[src/rtl/commit_trace.sv]
// rtl/commit_trace.sv - commit-side trace FIFO with sequence tagging, retire count and PC-continuity check
module commit_trace #(
    parameter int DEPTH = 8,
    parameter int AW    = 3
) (
    input  logic          clk,
    input  logic          rst,
    input  logic          in_commit,
    input  logic [63:0]   in_commit_pre_pc,
    input  logic [31:0]   in_commit_instr,
    input  logic [63:0]   in_commit_pc,
    input  logic          out_ready,
    output logic          out_valid,
    output logic [63:0]   out_pre_pc,
    output logic [31:0]   out_instr,
    output logic [63:0]   out_pc,
    output logic [63:0]   out_seq,
    output logic [AW:0]   count,
    output logic [63:0]   retired,
    output logic          overflow,
    output logic          pc_break,
    output logic [63:0]   break_pc
);

    localparam logic [AW:0] FULL = (AW + 1)'(DEPTH);

    logic [63:0] mem_pre_pc_q [DEPTH];
    logic [31:0] mem_instr_q  [DEPTH];
    logic [63:0] mem_pc_q     [DEPTH];
    logic [63:0] mem_seq_q    [DEPTH];

    logic [AW-1:0] wr_ptr_q, wr_ptr_d;
    logic [AW-1:0] rd_ptr_q, rd_ptr_d;
    logic [AW:0]   count_q, count_d;
    logic [63:0]   retired_q, retired_d;
    logic          overflow_q, overflow_d;
    logic          pc_break_q, pc_break_d;
    logic [63:0]   break_pc_q, break_pc_d;
    logic [63:0]   last_pc_q, last_pc_d;
    logic          has_prev_q, has_prev_d;
    logic          push, pop, mismatch;

    assign out_valid  = (count_q != '0);
    assign out_pre_pc = mem_pre_pc_q[rd_ptr_q];
    assign out_instr  = mem_instr_q[rd_ptr_q];
    assign out_pc     = mem_pc_q[rd_ptr_q];
    assign out_seq    = mem_seq_q[rd_ptr_q];
    assign count      = count_q;
    assign retired    = retired_q;
    assign overflow   = overflow_q;
    assign pc_break   = pc_break_q;
    assign break_pc   = break_pc_q;

    always_comb begin
        pop      = out_valid && out_ready;
        // A full FIFO still accepts a commit when the head leaves in the same cycle.
        push     = in_commit && ((count_q != FULL) || pop);
        mismatch = in_commit && has_prev_q && (in_commit_pre_pc != last_pc_q);

        wr_ptr_d   = wr_ptr_q;
        rd_ptr_d   = rd_ptr_q;
        count_d    = count_q;
        retired_d  = retired_q;
        overflow_d = overflow_q;
        pc_break_d = pc_break_q;
        break_pc_d = break_pc_q;
        last_pc_d  = last_pc_q;
        has_prev_d = has_prev_q;

        if (push) begin
            wr_ptr_d  = wr_ptr_q + AW'(1);
            retired_d = retired_q + 64'd1;
        end
        if (pop) begin
            rd_ptr_d = rd_ptr_q + AW'(1);
        end
        case ({push, pop})
            2'b10:   count_d = count_q + (AW + 1)'(1);
            2'b01:   count_d = count_q - (AW + 1)'(1);
            default: count_d = count_q;
        endcase

        if (in_commit && !push) begin
            overflow_d = 1'b1;
        end
        // Continuity is tracked on every commit, including dropped ones.
        if (mismatch) begin
            pc_break_d = 1'b1;
            if (!pc_break_q) begin
                break_pc_d = in_commit_pre_pc;
            end
        end
        if (in_commit) begin
            last_pc_d  = in_commit_pc;
            has_prev_d = 1'b1;
        end
    end

    always_ff @(posedge clk or negedge rst) begin
        if (!rst) begin
            wr_ptr_q   <= '0;
            rd_ptr_q   <= '0;
            count_q    <= '0;
            retired_q  <= '0;
            overflow_q <= 1'b0;
            pc_break_q <= 1'b0;
            break_pc_q <= '0;
            last_pc_q  <= '0;
            has_prev_q <= 1'b0;
        end else begin
            wr_ptr_q   <= wr_ptr_d;
            rd_ptr_q   <= rd_ptr_d;
            count_q    <= count_d;
            retired_q  <= retired_d;
            overflow_q <= overflow_d;
            pc_break_q <= pc_break_d;
            break_pc_q <= break_pc_d;
            last_pc_q  <= last_pc_d;
            has_prev_q <= has_prev_d;
        end
    end

    always_ff @(posedge clk) begin
        if (push) begin
            mem_pre_pc_q[wr_ptr_q] <= in_commit_pre_pc;
            mem_instr_q[wr_ptr_q]  <= in_commit_instr;
            mem_pc_q[wr_ptr_q]     <= in_commit_pc;
            mem_seq_q[wr_ptr_q]    <= retired_q;
        end
    end

endmodule
[config.mk]
export PLATFORM = sky130hd
export DESIGN_NAME = commit_trace
export DESIGN_NICKNAME = d
export VERILOG_FILES = /design/src/rtl/commit_trace.sv
export SDC_FILE = /design/constraint.sdc
export NUM_CORES = 2
export LEC_CHECK = 0
export ABC_CLOCK_PERIOD_IN_PS = 30900
export BUFFER_PORTS_ARGS = -buffer_cell sky130_fd_sc_hd__buf_4
export CAP_MARGIN = 20
export CORE_MARGIN = 1
export CORE_UTILIZATION = 41
export DETAILED_ROUTE_END_ITERATION = 6
export PLACE_DENSITY_LB_ADDON = 0.05
export SLEW_MARGIN = 0
export SYNTH_ARGS = -nofsm -noshare
export SYNTH_HDL_FRONTEND = slang
export SYNTH_SLANG_ARGS = --single-unit
[constraint.sdc]
create_clock -name clk -period 30.9 [get_ports clk]
set_input_delay 3.09 -clock clk [delete_from_list [all_inputs] [get_ports clk]]
set_output_delay 3.09 -clock clk [all_outputs]
set_load 0.01 [all_outputs]
==> metrics.md <==
| Metric | Value |
|---|---|
| Setup skew after layout | `35.30 ps` |
| Core footprint | `184100 µm²` |
| Die Ht | `433.4 µm` |
| Biggest fanout along the worst timing path | `92` |
| Antenna-violating nets left | `0` |
| Total Routed Length | `198.3 mm` |
| Post-Syn Area per Cell | `23.27 µm²` |
| Endpoint arrival time on the critical path | `5090 ps` |
| Final Hold Violating Endpoints | `0` |
| P&R area growth vs syn | `18.07%` |
| Fmax | `122.3 MHz` |
| Resize count post-CTS | `0` |
| Number of vias after detailed routing | `35440` |
| CTS H-Tree Depth | `4` |
| Standard cell with the maximum stage delay on the critical path | `sky130_fd_sc_hd__dfrtp_4` |
| Fraction of final layout cells with drive strength greater than 1 | `41.72%` |
| Number of rows created at floorplan | `157` |
| Number of cells produced by synthesis | `3280` |
| Final period demand of the worst path | `8179 ps` |
| Post-CTS setup-driven buffer insertion count | `0` |
| Type of the worst setup path | `reg -> out` |
| Number of DRC violations after detailed-routing iteration 0 | `2683` |
| Worst hold-check path type | `reg -> reg` |
| Port buffer count | `522` |
| Vias per inst | `5.374` |
| I/O pin count | `523` |
| Total Die Area | `187900 µm²` |
| Count of maximum capacitance violations | `0` |
| Area of all placed cells without fillers | `90100 µm²` |
| Pleak | `30.35 nW` |
| Congestion Overflow GR | `0` |
| Crit. End Element | `output pin` |
| Worst skew pair latency | `850 ps` |
| Routability Congestion | `0.7451` |
| Data required, critical path | `27810 ps` |
| Nets in the synthesized netlist | `3450` |
| Clk pin slew, worst setup/hold paths | `60 ps` |
| Share of the synthesized area in the top cell type | `70.51%` |
| Detailed placer's ending HPWL | `115.8 mm` |
| CTS root buffer | `sky130_fd_sc_hd__clkbuf_16` |
| Adder-cell area share of the yosys netlist | `0.1082%` |
| Router iterations before antenna repair | `5` |
| Sequential element share of the synthesized area | `77.24%` |
| Power density over cell area | `94.70 nW/µm²` |
| Final clock period utilization by the worst path | `26.47%` |
| Cell-by-cell listing of the critical path | `buf_12 -> buf_4 -> buf_4 -> mux4_2 -> mux2_2 -> buf_4` |
| Cell occurring most often along the worst timing path | `sky130_fd_sc_hd__buf_4` |
| Routed length per placed instance | `30.06 µm` |
| Cts-stage hold buffer count | `0` |
| Headroom to the max-slew limit | `13.23%` |
| Leading cell types by count after synthesis | `sky130_fd_sc_hd__edfxtp_1 (1792), sky130_fd_sc_hd__mux4_2 (448), sky130_fd_sc_hd__mux2_2 (293), sky130_fd_sc_hd__dfrtp_1 (205), sky130_fd_sc_hd__xor2_1 (80)` |
| Multiplexer share of the synthesized area | `18.74%` |
| Combined area of all synthesized cells | `76310 µm²` |
| Setup Total Neg Slack | `0 ps` |
| Fraction of the mapped netlist area in compound gates | `0.07214%` |
| Slew at the pin closest to its max-slew limit | `1302 ps` |
| Number of synthesized flops with an enable pin | `1792` |
| Vias in the first global route | `38660` |
| Library cell with the highest instance count after synthesis | `sky130_fd_sc_hd__edfxtp_1` |
| Largest net degree at the start of global routing | `170` |
| Total count of max-transition violations in the final report | `0` |
| Status | `complete, no violations` |
| Nets@finish | `4106` |
| Maximum resistive drop on vdd | `0.06017 mV` |
| Dominant combinational cell family by area after synthesis | `multiplexers` |
| Synth Area in XOR/XNOR | `1.538%` |
| Maximum cell stage delay along the critical path | `820 ps` |
| CTS tree | `yes` |
| Critical path launch point type | `flip-flop` |
| Post-synthesis share of cell area spent on and, or, nand and nor gates | `1.343%` |
| Synth warn | `0` |
| Remaining DRCs | `0` |
| Clock sink count | `1997` |
| Number of setup violations in the final report | `0` |
| Unrepaired setup endpoints after global routing | `false` |
| Top post-synthesis cells by area | `sky130_fd_sc_hd__edfxtp_1 (71%), sky130_fd_sc_hd__mux4_2 (13%), sky130_fd_sc_hd__dfrtp_1 (6.7%)` |
| Top FF cell, synth | `sky130_fd_sc_hd__edfxtp_1` |
| Post-synthesis cell type count | `43` |
| Post-synthesis register bit count | `1997` |
| Initial core utilization | `41.46%` |
| Total routing usage reported by global routing | `21.29%` |
| Max clock buf depth | `3` |
| Floorplan die width | `433.4 µm` |
| Share of flip-flops with an asynchronous set or reset after synthesis | `10.27%` |
| Total placed instance area | `83270 µm²` |
| Number of antenna violations at the first check in global routing | `19` |
| Global-route wire length before repair | `282.2 mm` |
| CTS buffer count | `210` |
| Post-synthesis cell type with the largest combined area | `sky130_fd_sc_hd__edfxtp_1` |
## power by group
group          switching [W]  internal, W  total, W
Clock                0.00104      0.00143   0.00247
Sequential          0.000153      0.00335   0.00350
Combinational        0.00134      0.00122   0.00256
Total                0.00253      0.00600   0.00853
## flip-flops by register name (all words and copies together), names as in the netlist
register,flops
last_pc_q,64
pc_break,1
has_prev_q,1
rd_ptr_q,3
break_pc,64
mem_seq_q,512
mem_pc_q,512
count,4
overflow,1
mem_instr_q,256
retired,64
mem_pre_pc_q,512
wr_ptr_q,3
## final timing paths
kind                                   from                  to  slack, ps  depth (start not counted)
worst max-delay path            rd_ptr_q[0]           out_pc[5]      22720                          6
worst min-delay path               overflow            overflow        460                          1
worst max register to register     count[1]  mem_instr_q[7][30]      26410                          8
worst min register to register     overflow            overflow        460                          1
max in group asynchronous               rst         retired[61]      27350                          2
min in group asynchronous               rst         retired[19]       2250                          1
## cell usage in the layout (no fill, tap or decap), drive strengths merged, types with 6 or more instances in the layout
cell type	netlist	routed
and3	9	9
mux2	353	353
clkinv	0	71
and4	6	6
nor4	24	24
inv	7	15
buf	75	591
nand4	28	28
nand3	28	28
xor2	80	80
xnor2	54	54
mux4	448	448
diode	0	9
nand2	39	39
bufinv	0	12
nor2	18	18
nor3	14	14
edfxtp	1792	1792
clkbuf	72	305
dfrtp	205	205
## stage by stage
step,worst slack (ps),power (W),hold WS (ps),std cells,util (%)
global route,22200,0.008887,478.0,6591,48.95
CTS,22440,0.008687,467.7,6587,48.94
finish,22720,0.008532,462.6,6596,48.95
global placement,23440,0.006164,463.0,6187,45.24
detailed placement,23380,0.006201,453.7,6188,45.24
floorplan,3145,0.005224,437.2,3280,-
## final cells by class
type	instances	area [µm²]
well taps	2464	3083
diodes	9	22.52
clock buffers	305	5904
flip-flops and latches	1997	58950
fillers	14910	93960
inverters	7	26.28
clock inverters	94	909.6
repair buffers	591	4517
multi-input cells	1129	16690
## critical path, delay by kind of cell, from the launching register on
family	cells	cell delay, ps
buf+inv	4	2370
mux	2	910
flops	1	820
## metal layers
layer  wire [µm]  vias to the layer above  track usage [%]
li1            -                    15020                -
met1       80940                    19340            26.97
met2      102500                      783            36.68
met3        8578                      292            3.968
met4        6199                        8            7.247
met5          55                        -                0
## cell families (layout without fill, tap and decap cells)
group | after synthesis | in the layout
buf+inv | 154 | 997
other cells | 0 | 9
compound gates | 9 | 9
fa+ha+maj | 6 | 6
flops | 1997 | 1997
simple gates | 178 | 178
xor+xnor | 134 | 134
mux | 802 | 802
Power figures use the tool's default switching activity.
